**src/rtl/switch_box_config_loader_if.sv**
```systemverilog
`default_nettype none
// ============================================================================
// Module   : switch_box_config_loader_if
// Purpose  : Bit-serial configuration stream carried into
//            switch_box_config_loader over a valid/ready handshake.
// Signals  : cfg_valid - cfg_data/cfg_last are valid this cycle
//            cfg_ready - the loader can accept a bit this cycle
//            cfg_data  - serial configuration bit
//            cfg_last  - marks the final bit of a frame
// Modports : master (stream source), slave (loader)
// Revision : 1.0 - initial release
// ============================================================================
interface switch_box_config_loader_if;
  logic cfg_valid;
  logic cfg_ready;
  logic cfg_data;
  logic cfg_last;

  modport master (output cfg_valid, output cfg_data, output cfg_last, input cfg_ready);
  modport slave  (input cfg_valid, input cfg_data, input cfg_last, output cfg_ready);
endinterface
`default_nettype wire

```
**src/rtl/switch_box_config_loader.sv**
```systemverilog
`default_nettype none
// ============================================================================
// Module   : switch_box_config_loader
// Purpose  : Assembles a bit-serial configuration stream into a shadow
//            register. A complete frame is committed atomically to the
//            switch-box control bus, so the switches never see a partial
//            frame. Shifted-out shadow bits leave on scan_out_o so that
//            loaders can be daisy-chained.
// Ports    : clk         - clock; all state changes on the rising edge
//            rst_n       - asynchronous, active-low reset
//            cfg         - serial stream (slave side of the interface)
//            scan_out_o  - bit shifted out of shadow[0]
//            c_o         - committed switch controls, 6 bits per track:
//                          N-E, E-S, S-W, W-N, N-S, E-W
//            cfg_done_o  - 1-cycle pulse: frame committed to c_o
//            cfg_error_o - 1-cycle pulse: frame length error, frame dropped
// Revision : 1.0 - initial release
// ============================================================================
module switch_box_config_loader #(
  parameter int W = 8
) (
  input  logic                        clk,
  input  logic                        rst_n,
  switch_box_config_loader_if.slave   cfg,
  output logic                        scan_out_o,
  output logic [6*W-1:0]              c_o,
  output logic                        cfg_done_o,
  output logic                        cfg_error_o
);

  localparam int CFG_BITS = 6 * W;
  localparam int CNT_W    = $clog2(CFG_BITS);

  typedef enum logic [1:0] {
    S_IDLE   = 2'd0,
    S_LOAD   = 2'd1,
    S_COMMIT = 2'd2
  } state_t;

  state_t               state_q;
  logic [CNT_W-1:0]     cnt_q;
  logic [CFG_BITS-1:0]  shadow_q;
  logic [CFG_BITS-1:0]  shadow_d;
  logic [CFG_BITS-1:0]  c_q;
  logic                 scan_q;
  logic                 ready_q;
  logic                 done_q;
  logic                 err_q;
  logic                 accept;
  logic                 last_slot;

  // ready_q is registered and tracks the state, so the handshake never
  // depends combinationally on cfg_valid.
  assign accept    = cfg.cfg_valid && ready_q;
  // cnt_q counts bits already accepted; the frame's final bit arrives
  // while cnt_q sits at CFG_BITS-1.
  assign last_slot = (cnt_q == CNT_W'(CFG_BITS - 1));
  // New bits enter at the MSB so the first bit ends up in bit 0.
  assign shadow_d  = {cfg.cfg_data, shadow_q[CFG_BITS-1:1]};

  always_ff @(posedge clk or negedge rst_n) begin
    if (!rst_n) begin
      state_q  <= S_IDLE;
      cnt_q    <= '0;
      shadow_q <= '0;
      c_q      <= '0;
      scan_q   <= 1'b0;
      ready_q  <= 1'b0;
      done_q   <= 1'b0;
      err_q    <= 1'b0;
    end else begin
      done_q <= 1'b0;
      err_q  <= 1'b0;

      // The shift path is independent of framing: an offending bit is still
      // shifted in, and a later full frame overwrites the stale content.
      if (accept) begin
        shadow_q <= shadow_d;
        scan_q   <= shadow_q[0];
      end

      case (state_q)
        S_IDLE: begin
          ready_q <= 1'b1;
          if (accept) begin
            if (cfg.cfg_last) begin
              err_q <= 1'b1;
              cnt_q <= '0;
            end else begin
              state_q <= S_LOAD;
              cnt_q   <= CNT_W'(1);
            end
          end
        end

        S_LOAD: begin
          ready_q <= 1'b1;
          if (accept) begin
            if (cfg.cfg_last && last_slot) begin
              state_q <= S_COMMIT;
              ready_q <= 1'b0;
              cnt_q   <= '0;
            end else if (cfg.cfg_last || last_slot) begin
              // Short frame (early last) or long frame (missing last).
              err_q   <= 1'b1;
              state_q <= S_IDLE;
              cnt_q   <= '0;
            end else begin
              cnt_q <= cnt_q + CNT_W'(1);
            end
          end
        end

        S_COMMIT: begin
          c_q     <= shadow_q;
          done_q  <= 1'b1;
          cnt_q   <= '0;
          state_q <= S_IDLE;
          ready_q <= 1'b1;
        end

        default: begin
          state_q <= S_IDLE;
          cnt_q   <= '0;
          ready_q <= 1'b1;
        end
      endcase
    end
  end

  assign cfg.cfg_ready = ready_q;
  assign scan_out_o    = scan_q;
  assign c_o           = c_q;
  assign cfg_done_o    = done_q;
  assign cfg_error_o   = err_q;

endmodule
`default_nettype wire

```
**src/flat_wrapper.sv**
```systemverilog
// flat-port wrapper written by rule: the top's interface ports become plain ports
module switch_box_config_loader_flat 
#(
  parameter int W = 8
)
  (clk, rst_n, scan_out_o, c_o, cfg_done_o, cfg_error_o, cfg_cfg_valid, cfg_cfg_data, cfg_cfg_last, cfg_cfg_ready);
  switch_box_config_loader_if cfg_i ();
  input  logic clk;
  input  logic rst_n;
  output logic scan_out_o;
  output logic [6*W-1:0] c_o;
  output logic cfg_done_o;
  output logic cfg_error_o;
  input wire logic [$bits(cfg_i.cfg_valid)-1:0] cfg_cfg_valid;
  input wire logic [$bits(cfg_i.cfg_data)-1:0] cfg_cfg_data;
  input wire logic [$bits(cfg_i.cfg_last)-1:0] cfg_cfg_last;
  output wire logic [$bits(cfg_i.cfg_ready)-1:0] cfg_cfg_ready;
  assign cfg_i.cfg_valid = cfg_cfg_valid;
  assign cfg_i.cfg_data = cfg_cfg_data;
  assign cfg_i.cfg_last = cfg_cfg_last;
  assign cfg_cfg_ready = cfg_i.cfg_ready;
  switch_box_config_loader #(.W(W)) u_core (.clk(clk), .rst_n(rst_n), .cfg(cfg_i), .scan_out_o(scan_out_o), .c_o(c_o), .cfg_done_o(cfg_done_o), .cfg_error_o(cfg_error_o));
endmodule
```
**config.mk**
```make
export PLATFORM = sky130hd
export DESIGN_NAME = switch_box_config_loader_flat
export DESIGN_NICKNAME = d
export VERILOG_FILES = /design/src/rtl/switch_box_config_loader_if.sv /design/src/rtl/switch_box_config_loader.sv /design/src/flat_wrapper.sv
export SDC_FILE = /design/constraint.sdc
export NUM_CORES = 1
export LEC_CHECK = 0
export CAP_MARGIN = 20
export CORE_ASPECT_RATIO = 0.7
export CORE_MARGIN = 4
export CORE_UTILIZATION = 54
export CTS_CLUSTER_DIAMETER = 200
export DETAILED_ROUTE_END_ITERATION = 10
export MAX_ROUTING_LAYER = met4
export PLACE_DENSITY_LB_ADDON = 0.12
export SETUP_SLACK_MARGIN = 0.4
export SKIP_LAST_GASP = 1
export SYNTH_ARGS = -nofsm -noshare
export SYNTH_HDL_FRONTEND = slang
export SYNTH_SLANG_ARGS = --single-unit
```
**constraint.sdc**
```tcl
create_clock -name clk -period 2.53 [get_ports clk]
set_clock_uncertainty 0.2 [all_clocks]
set_input_delay 0.3795 -clock clk [delete_from_list [all_inputs] [get_ports clk]]
set_output_delay 0.3795 -clock clk [all_outputs]
set_load 0.005 [all_outputs]
```
### Yosys cells after proc, flatten, opt, wreduce, memory -nomap -nowiden

Index checks and enable logic that the tools add are counted.

| cells by class | value |
|---|---|
| $add $sub $neg | 1 |
| equality and inequality tests | 7 |
| multiplexer cells | 22 |
| reduce and logical (&&, ||, !) cells | 6 |

Operators by type and width:

| operator | count |
|---|---|
| 6-bit 2-to-1 mux | 4 |
| 6-bit case mux with 2 select lines | 1 |
| 1-bit 2-to-1 mux | 10 |
| 2-bit 2-to-1 mux | 5 |
| 6-bit by 1-bit adder with 6-bit output (second input constant) | 1 |
| 6-bit == test (second input constant) | 1 |
| 2-bit by 1-bit != test with 1-bit output (second input constant) | 2 |
| 2-bit case mux with 2 select lines | 1 |
| 4-bit AND reduction | 1 |
| 3-bit by 1-bit != test with 1-bit output (second input constant) | 1 |
| 2-bit by 1-bit == test with 1-bit output (second input constant) | 1 |
| 2-bit == test (second input constant) | 1 |
| 1-bit logical AND | 2 |
| 2-bit zero test | 1 |
| 2-bit != test (second input constant) | 1 |
| 1-bit case mux with 2 select lines | 1 |
| 2-bit AND reduction | 1 |
| 1-bit logical OR | 1 |

| storage, ports and cells | value |
|---|---|
| register bits | 108 |
| output and inout bits | 52 |
| word-level logic and storage cells | 44 |

### Logic depth before layout (Yosys ltp)

Gate-level depths: netlist of the first run.

| depth | value |
|---|---|
| depth after elaboration | 6 |
| depth in mapped cells | 10 |

### Worst setup path before layout of the first run

OpenSTA, ideal clock, no wires.

| timing path | value |
|---|---|
| path kind | register -> register |
| start | register u_core.cnt_q[0] |
| end | register u_core.cnt_q[5] |
| data arrival time | 1655 ps |
| required time | 2197 ps |
| slack | 542 ps |
| cell stages (with the launch flop) | 11 |
| path buffers | 1 |
| clock period less this slack | 1988 ps |
| cell sequence | dfrtp_1 > ha_1 > nand3_1 > nor3b_1 > inv_1 > ha_1 > nand4bb_1 > buf_2 > a31oi_1 > o21ai_0 > o41ai_1 |

| on the way | value |
|---|---|
| cells in the longest elaborated chain, start to end | 6 |

Ends and longest elaborated chain:

| what | line | source |
|---|---|---|
| start: declaration | switch_box_config_loader.sv:41 | `logic [CNT_W-1:0] cnt_q;` |
| start signal: assignment | switch_box_config_loader.sv:109 | `cnt_q <= cnt_q + CNT_W'(1);` |
| branches (longest 3 deep; another with 6-bit by 1-bit adder with 6-bit output) | n/a |  |
| 6-bit 2-to-1 mux (*) | switch_box_config_loader.sv:99 | `if (cfg.cfg_last && last_slot) begin` |
| 6-bit 2-to-1 mux (*) | switch_box_config_loader.sv:98 | `if (accept) begin` |
| 6-bit case mux with 2 select lines (*) | switch_box_config_loader.sv:82 | `case (state_q)` |

Every way passes the cells marked *. The select of a mux whose other input is x is not followed.
A chain may end at the register's enable or synchronous reset.

### Worst setup path after layout of the first run

| timing path | value |
|---|---|
| start | register u_core.cnt_q[0] |
| end | register u_core.cnt_q[2] |

Same word-level chain as after synthesis.

==> metrics.txt, run 1 <==
routability congestion estimate approximately 0.76; Cell Count Post-Placement 406; data arrival time of the worst path slightly above 2 ns; overall global routing resource usage 16.30%; count of nets left with antenna violations after detail routing 0; worst vdd rail ir drop 0.3387 mV; CP endpoint kind register; outcome complete, no violations; Cell Rows 26; CTS Root Cell sky130_fd_sc_hd__clkbuf_8; Switching Share 24.35%; wire length on met2 3.387 mm; maximum number of pins on one net before global-route repair 50; Num CTS Buffers 9; area taken by flip-flops and latches 2704 µm²; number of warnings issued by yosys 0; buffer depth of the longest clock path 2; Final Net Count 334; sum of routed wire length over all layers 7.112 mm; DP Wirelength roughly 4.4 mm; post-route DRC violation count 0; Cell Pwr Density 678.7 nW/µm²; Max Clk Rate 0.4998 GHz; horizontal die dimension 113.1 µm; routed length on met3 351 µm; first-pass detailed-route iteration total 4; first-iteration detailed-routing DRC count around 150; worst setup path class register to register; number of distinct library cells after synthesis 26; # Max-Cap Violations 0; first-pass GRT wire length 11.54 mm; setup violation total in the final timing report 0; clk_lat worst skew approximately 0.36 ns; leakage power figure approximately 0.0024 µW; Post-Synthesis Cells 259; most instantiated flip-flop cell in the synthesis netlist sky130_fd_sc_hd__dfrtp_1; starting density of the core 56.33%; post-route setup TNS 0 ns; hold crit path type register to register; highest metal layer used by the detailed router met4; antenna violations before repair 0; longest individual stage delay on the worst path 0.40 ns; area growth from synthesis to final layout 23.12%; Int Pwr 2641 µW; GRT Residual Overflow 0; M1 wire length 3.302 mm; Slew headroom 61.70%; number of nets in the synthesized netlist 267; Final Hold Fails 0; Floorplan Core Area between 7000 and 8000 µm²; transition time at the pin with the least slew margin 0.5745 ns; number of antenna cells inserted 0; Period Utilization, post-route 79.08%; slowest stage cell, crit path sky130_fd_sc_hd__dfrtp_2; post-synth design cell area 4178 µm²; wire length per cell after detailed routing around 17 µm; Tmin final 2.001 ns; # IOs 57; clock tree from TritonCTS yes; Sw Pwr ~850 µW; vias in the first global route 2,360; adder-cell share of the synthesized area 0.8985%; average footprint of a synthesized cell approximately 16 µm²; final number of max-transition violations 0; area taken by multi-input logic gates 1425 µm²; Async SR Flop Fraction between 90% and 100%; clock-pin slew reported for the worst setup and hold paths after clock tree synthesis roughly 0.090 ns; FF+latch count, synth 108; simple-gate area share of the yosys netlist 2.665%; sequential element share of the synthesized area 64.69%; die area 9230 µm²; XOR/XNOR share of the synthesized area 0%; via density per instance 5.438; crit-path cells ha_2 > nand3_2 > nor3b_2 > inv_1 > ha_2 > nand4bb_4 > nor2_1 > o21ai_0 > o21ai_0; Chip Height 81.59 µm; Layout Cells excl Fill around 430; Max FO, Critical Path 5; combinational family with the most area after synthesis multiplexers; RSZ-0062 raised after global routing false; area fraction in compound gates after synthesis 2.156%; required time worst endpoint 2.56 ns; H-tree levels 3; number of vias in the routed layout 2,333; sort of element at the start of the critical path register; mux cell area share after synthesis approximately 27%; relative contribution of combinational cells to total power 10.1%; Clock Power Share 29.8%; share of power burned in registers 60.1%; number of clock sinks 108; share of layout cells above drive strength 1 between 30 and 40%; number of filler cells placed in the layout 549; number of enable flip-flop cells after synthesis 0; I/O Buffers 56
[worst paths after layout]
path / end / slack (ns) / cells after the start / from
min in group asynchronous: u_core.c_o[11] / 0.36 / 2 / rst_n
worst max-delay path: u_core.cnt_q[2] / 0.53 / 9 / u_core.cnt_q[0]
worst min-delay path: u_core.cnt_q[5] / 0.30 / 1 / u_core.cnt_q[5]
worst min register to register: u_core.cnt_q[5] / 0.30 / 1 / u_core.cnt_q[5]
worst max register to register: u_core.cnt_q[2] / 0.53 / 9 / u_core.cnt_q[0]
max in group asynchronous: u_core.cnt_q[2] / 1.04 / 3 / rst_n
[per-stage QoR]
stage                     hold WS [ns]  utilization, %  setup slack (ns)  total power [µW]  cell area [µm²]
final                           0.3031           69.35            0.5293              3491             5144
after global routing            0.3019           69.35            0.3756              3663             5144
after CTS                       0.2868           68.47            0.4550              3510             5079
after detailed placement        0.2170           65.35            0.2928              2457             4847
after global placement          0.2162           65.35            0.3760              2429             4847
after floorplan                -0.1161               -            0.5419              2311             4178
[cell families (layout without fill, tap and decap cells)]
logic type / Yosys count / count (layout)
AND/OR/NAND/NOR: 19 / 20
flip-flops: 108 / 108
adder cells (fa/ha/maj): 3 / 3
buffers and inverters: 15 / 86
multiplexers: 98 / 98
AO/OA/AOI/OAI: 16 / 16
[repair_timing]
action,CTS,global route
setup endpoints to repair,4,3
hold endpoints to repair,42,0
gates resized for setup,3,4
cloned,0,1
pin swaps,0,1
setup buffers,0,5
hold buffers,1,0
[critical path, delay by kind of cell, from the launching register on]
| kind | cells | cell delay [ns] |
|---|---|---|
| adder cells (fa/ha/maj) | 2 | 0.43 |
| buffers and inverters | 1 | 0.08 |
| AO/OA/AOI/OAI | 2 | 0.25 |
| AND/OR/NAND/NOR | 4 | 0.52 |
| flip-flops | 1 | 0.40 |
[state kept, by name (all words and copies together) (netlist names)]
| signal | flops |
|---|---|
| u_core.cnt_q | 6 |
| u_core.c_o | 48 |
| u_core.cfg_error_o | 1 |
| u_core.scan_out_o | 1 |
| u_core.shadow_q | 48 |
| u_core.cfg.cfg_ready | 1 |
| u_core.cfg_done_o | 1 |
| u_core.state_q | 2 |
[placed cells by master, fill, tap and decap left out, drive strengths merged, types with 2 or more instances in the layout]
cell,synthesis,final
nor3,3,3
nor2,3,3
inv,3,4
clkdlybuf4s50,0,55
a21oi,4,4
nand4bb,1,2
a31oi,2,2
mux2,97,97
clkbuf,0,11
o21ai,8,8
ha,3,3
nand2,3,3
buf,12,11
clkinvlp,0,2
dfrtp,108,108
and3,2,2
nand3,3,3
[synthesized netlist by cell type, types with 2 or more instances]
cell type	count	area share [%]
sky130_fd_sc_hd__inv_1	3	0.27
sky130_fd_sc_hd__mux2_2	88	24
sky130_fd_sc_hd__dfrtp_1	108	65
sky130_fd_sc_hd__ha_1	3	0.90
sky130_fd_sc_hd__buf_4	3	0.54
sky130_fd_sc_hd__a21oi_1	4	0.48
sky130_fd_sc_hd__o21ai_0	7	0.84
sky130_fd_sc_hd__nand3_1	3	0.36
sky130_fd_sc_hd__buf_2	7	0.84
sky130_fd_sc_hd__mux2_4	9	3.2
sky130_fd_sc_hd__and3_1	2	0.30
sky130_fd_sc_hd__nor2_1	3	0.27
sky130_fd_sc_hd__a31oi_1	2	0.30
sky130_fd_sc_hd__nand2_1	3	0.27
sky130_fd_sc_hd__nor3_1	3	0.36
[layer usage]
metal  global-route usage [%]  up-vias
li1                         -     1063
met5                        -        -
met4                    4.442        0
met3                    4.860       10
met1                    21.43     1189
met2                    25.12       71
[power by group through the flow]
| stage | combinational [µW] | sequential, µW | clock (µW) |
|---|---|---|---|
| 4_1_cts | 327 | 2100 | 1080 |
| 6_report | 352 | 2100 | 1040 |
| 5_1_grt | 395 | 2130 | 1130 |
| 3_5_place_dp | 319 | 2140 | 0 |
| 3_3_place_gp | 304 | 2130 | 0 |
| 2_1_floorplan | 239 | 2070 | 0 |
[final cells by class]
cell class / instances / area share (%)
sequential: 108 / 52.57
clock buffer: 11 / 2.749
inverter: 3 / 0.2189
multi-input combinational: 137 / 27.71
clock inverter: 5 / 1.143
timing repair buffer: 67 / 13.23
tap: 98 / 2.384
Note: power is estimated with default switching activity, not from simulation.
==> run 2, diff against run 1 <==
Settings changed: CORE_UTILIZATION 54 to 49.
Clock period 2.53 ns to 1.6 ns, I/O delays scaled along.
==> metrics.txt, run 2 (synthesis results as in run 1) <==
outcome finished with violations; violations in the final reports negative setup slack; Area after DPL 5319 µm² (+9.7%); buffer depth of the longest clock path 2 (unchanged); kind of cell adding the most delay to the critical path simple AND/OR/NAND/NOR gates; sort of element at the start of the critical path register; Layout Cells excl Fill 521 (+21%); endpoint of the most critical register-to-register path u_core.cnt_q[5]; Max FO, Critical Path 5 (unchanged); starting density of the core 51.74% (-4.6 points); share of layout cells above drive strength 1 66.43% (+27 points); sum of routed wire length over all layers 10.30 mm (+45%); number of vias in the routed layout 2,771 (+19%); required time worst endpoint 1.62 ns (-0.94 ns); Cell Count Post-Placement 425 (+4.7%); wire length per cell after detailed routing 19.78 µm (+19%); CP endpoint kind register; Max Clk Rate 0.5213 GHz (+4.3%); worst vdd rail ir drop 0.8164 mV (+140%); Slew headroom 79.29% (+18 points); Num CTS Buffers 9 (unchanged); area taken by multi-input logic gates 1805 µm² (+27%); Period Utilization, post-route 119.9% (+41 points); I/O Buffers 56 (unchanged); CTS Root Cell sky130_fd_sc_hd__clkbuf_16; final number of max-transition violations 0 (unchanged); clock tree from TritonCTS yes; horizontal die dimension 118.4 µm (+4.6%); Final Net Count 426 (+28%); via density per instance 5.319 (-2.2%); share of the core filled with cells 79.73% (+10 points); hold crit path type primary input to asynchronous set/reset pin; vias in the first global route 2,932 (+24%); longest individual stage delay on the worst path 0.36 ns (-0.04 ns); Final Hold Fails 0 (unchanged); Tmin final 1.918 ns (-0.08226 ns); first-pass detailed-route iteration total 4 (unchanged); RSZ-0062 raised after global routing true; number of filler cells placed in the layout 448 (-18%); data arrival time of the worst path 1.94 ns (-0.09 ns); setup violation total in the final timing report 30 (+30); commonest non-fill, non-tap cell in the layout sky130_fd_sc_hd__dfrtp_1; DP Wirelength 5.068 mm (+15%); crit-path cells ha_2 > nand3_2 > nor3b_4 > ha_2 > nand4bb_4 > a31oi_1 > o21ai_1 > o41ai_2; maximum number of pins on one net before global-route repair 37 (-26%); highest-count cells in the layout ignoring fill and taps 106 x sky130_fd_sc_hd__dfrtp_1, 97 x sky130_fd_sc_hd__mux2_4, 66 x sky130_fd_sc_hd__buf_4; clk_lat worst skew 0.34 ns (-0.02 ns); setup ws final -0.3184 ns (-0.8477 ns); Chip Height 85.26 µm (+4.5%); # Max-Cap Violations 0 (unchanged); transition time at the pin with the least slew margin 0.3106 ns (-0.2639 ns); Cell Pwr Density 1002 nW/µm² (+48%); antenna violations before repair 0 (unchanged); critical path launch point u_core.cnt_q[1]; post-route DRC violation count 0 (unchanged); area growth from synthesis to final layout 54.09%; die area 10,090 µm² (+9.3%); cell with the most instances on the worst path sky130_fd_sc_hd__ha_2; number of antenna cells inserted 0 (unchanged); routability congestion estimate 0.7464 (-2.4%); worst setup path class register to register; overall global routing resource usage 22.27% (+6.0 points); first-pass GRT wire length 16.63 mm (+44%); number of clock sinks 108 (unchanged); final total power 6450 µW (+85%); fin area 6437 µm² (+25%); first-iteration detailed-routing DRC count 120 (-19%); H-tree levels 3 (unchanged); clock-pin slew reported for the worst setup and hold paths after clock tree synthesis 0.06 ns (-0.03 ns); slowest stage cell, crit path sky130_fd_sc_hd__dfrtp_1; GRT Residual Overflow 0 (unchanged); area taken by flip-flops and latches 2705 µm² (about the same); post-place setup slack -0.5210 ns (-0.8139 ns); CP bufs+invs 0 (-1); launching point of the worst reg2reg path u_core.cnt_q[1]; count of nets left with antenna violations after detail routing 0 (unchanged); Floorplan Core Area 8074 µm² (+8.9%); leakage power figure 0.003373 µW (+41%); # IOs 57 (unchanged); path depth of the worst reg2reg path 8 (-1); Worst R2R Setup Slack -0.32 ns (-0.85 ns); Cell Rows 27 (+3.8%)
==> run 2: per-stage QoR <==
step	TNS, ns	hold WS, ns
after floorplan	-1.483	-0.2556
after global placement	-9.002	-0.04720
after detailed placement	-10.82	-0.04912
after CTS	-1.362	0.1235
after global routing	-4.328	0.1533
final	-1.685	0.1343
==> run 2: area by class of cell <==
class | instances | share of cell area (%)
clock buffers | 10 | 3.712
flip-flops and latches | 108 | 42.02
well taps | 101 | 1.963
repair buffers | 159 | 23.46
multi-input cells | 137 | 28.05
clock inverters | 3 | 0.6220
inverters | 3 | 0.1749
==> run 2: power breakdown <==
group	total, µW	switching (µW)	internal, µW	leakage (µW)
logic	907	285	622	0.00178
clock network	2150	922	1220	0.000140
registers	3400	331	3070	0.00145
==> run 2: layer usage <==
metal  global-route usage, %  vias to the layer above  routed length [µm]
met5                       -                        -                   0
met1                   28.85                     1422                4727
met4                   7.660                        0                 160
met3                   6.729                       17                 475
li1                        -                     1249                   -
met2                   33.64                       83                4941
==> run 2: timing repair <==
action | 4_1_cts | 5_1_grt
resized for setup | 254 | 9
hold buffers | 1 | 0
setup endpoints to repair | 159 | 160
gates cloned | 12 | 1
pin swaps | 3 | 1
endpoints found under the hold margin | 108 | 0
setup buffers | 46 | 23
==> run 2: worst max path at each step <==
stage,end,depth (start not counted)
final,u_core.cnt_q[5],8
after global routing,u_core.cnt_q[5],9
after CTS,u_core.cnt_q[5],9
after detailed placement,u_core.cnt_q[3],6
after global placement,u_core.cnt_q[5],4
after floorplan,u_core.cnt_q[5],10
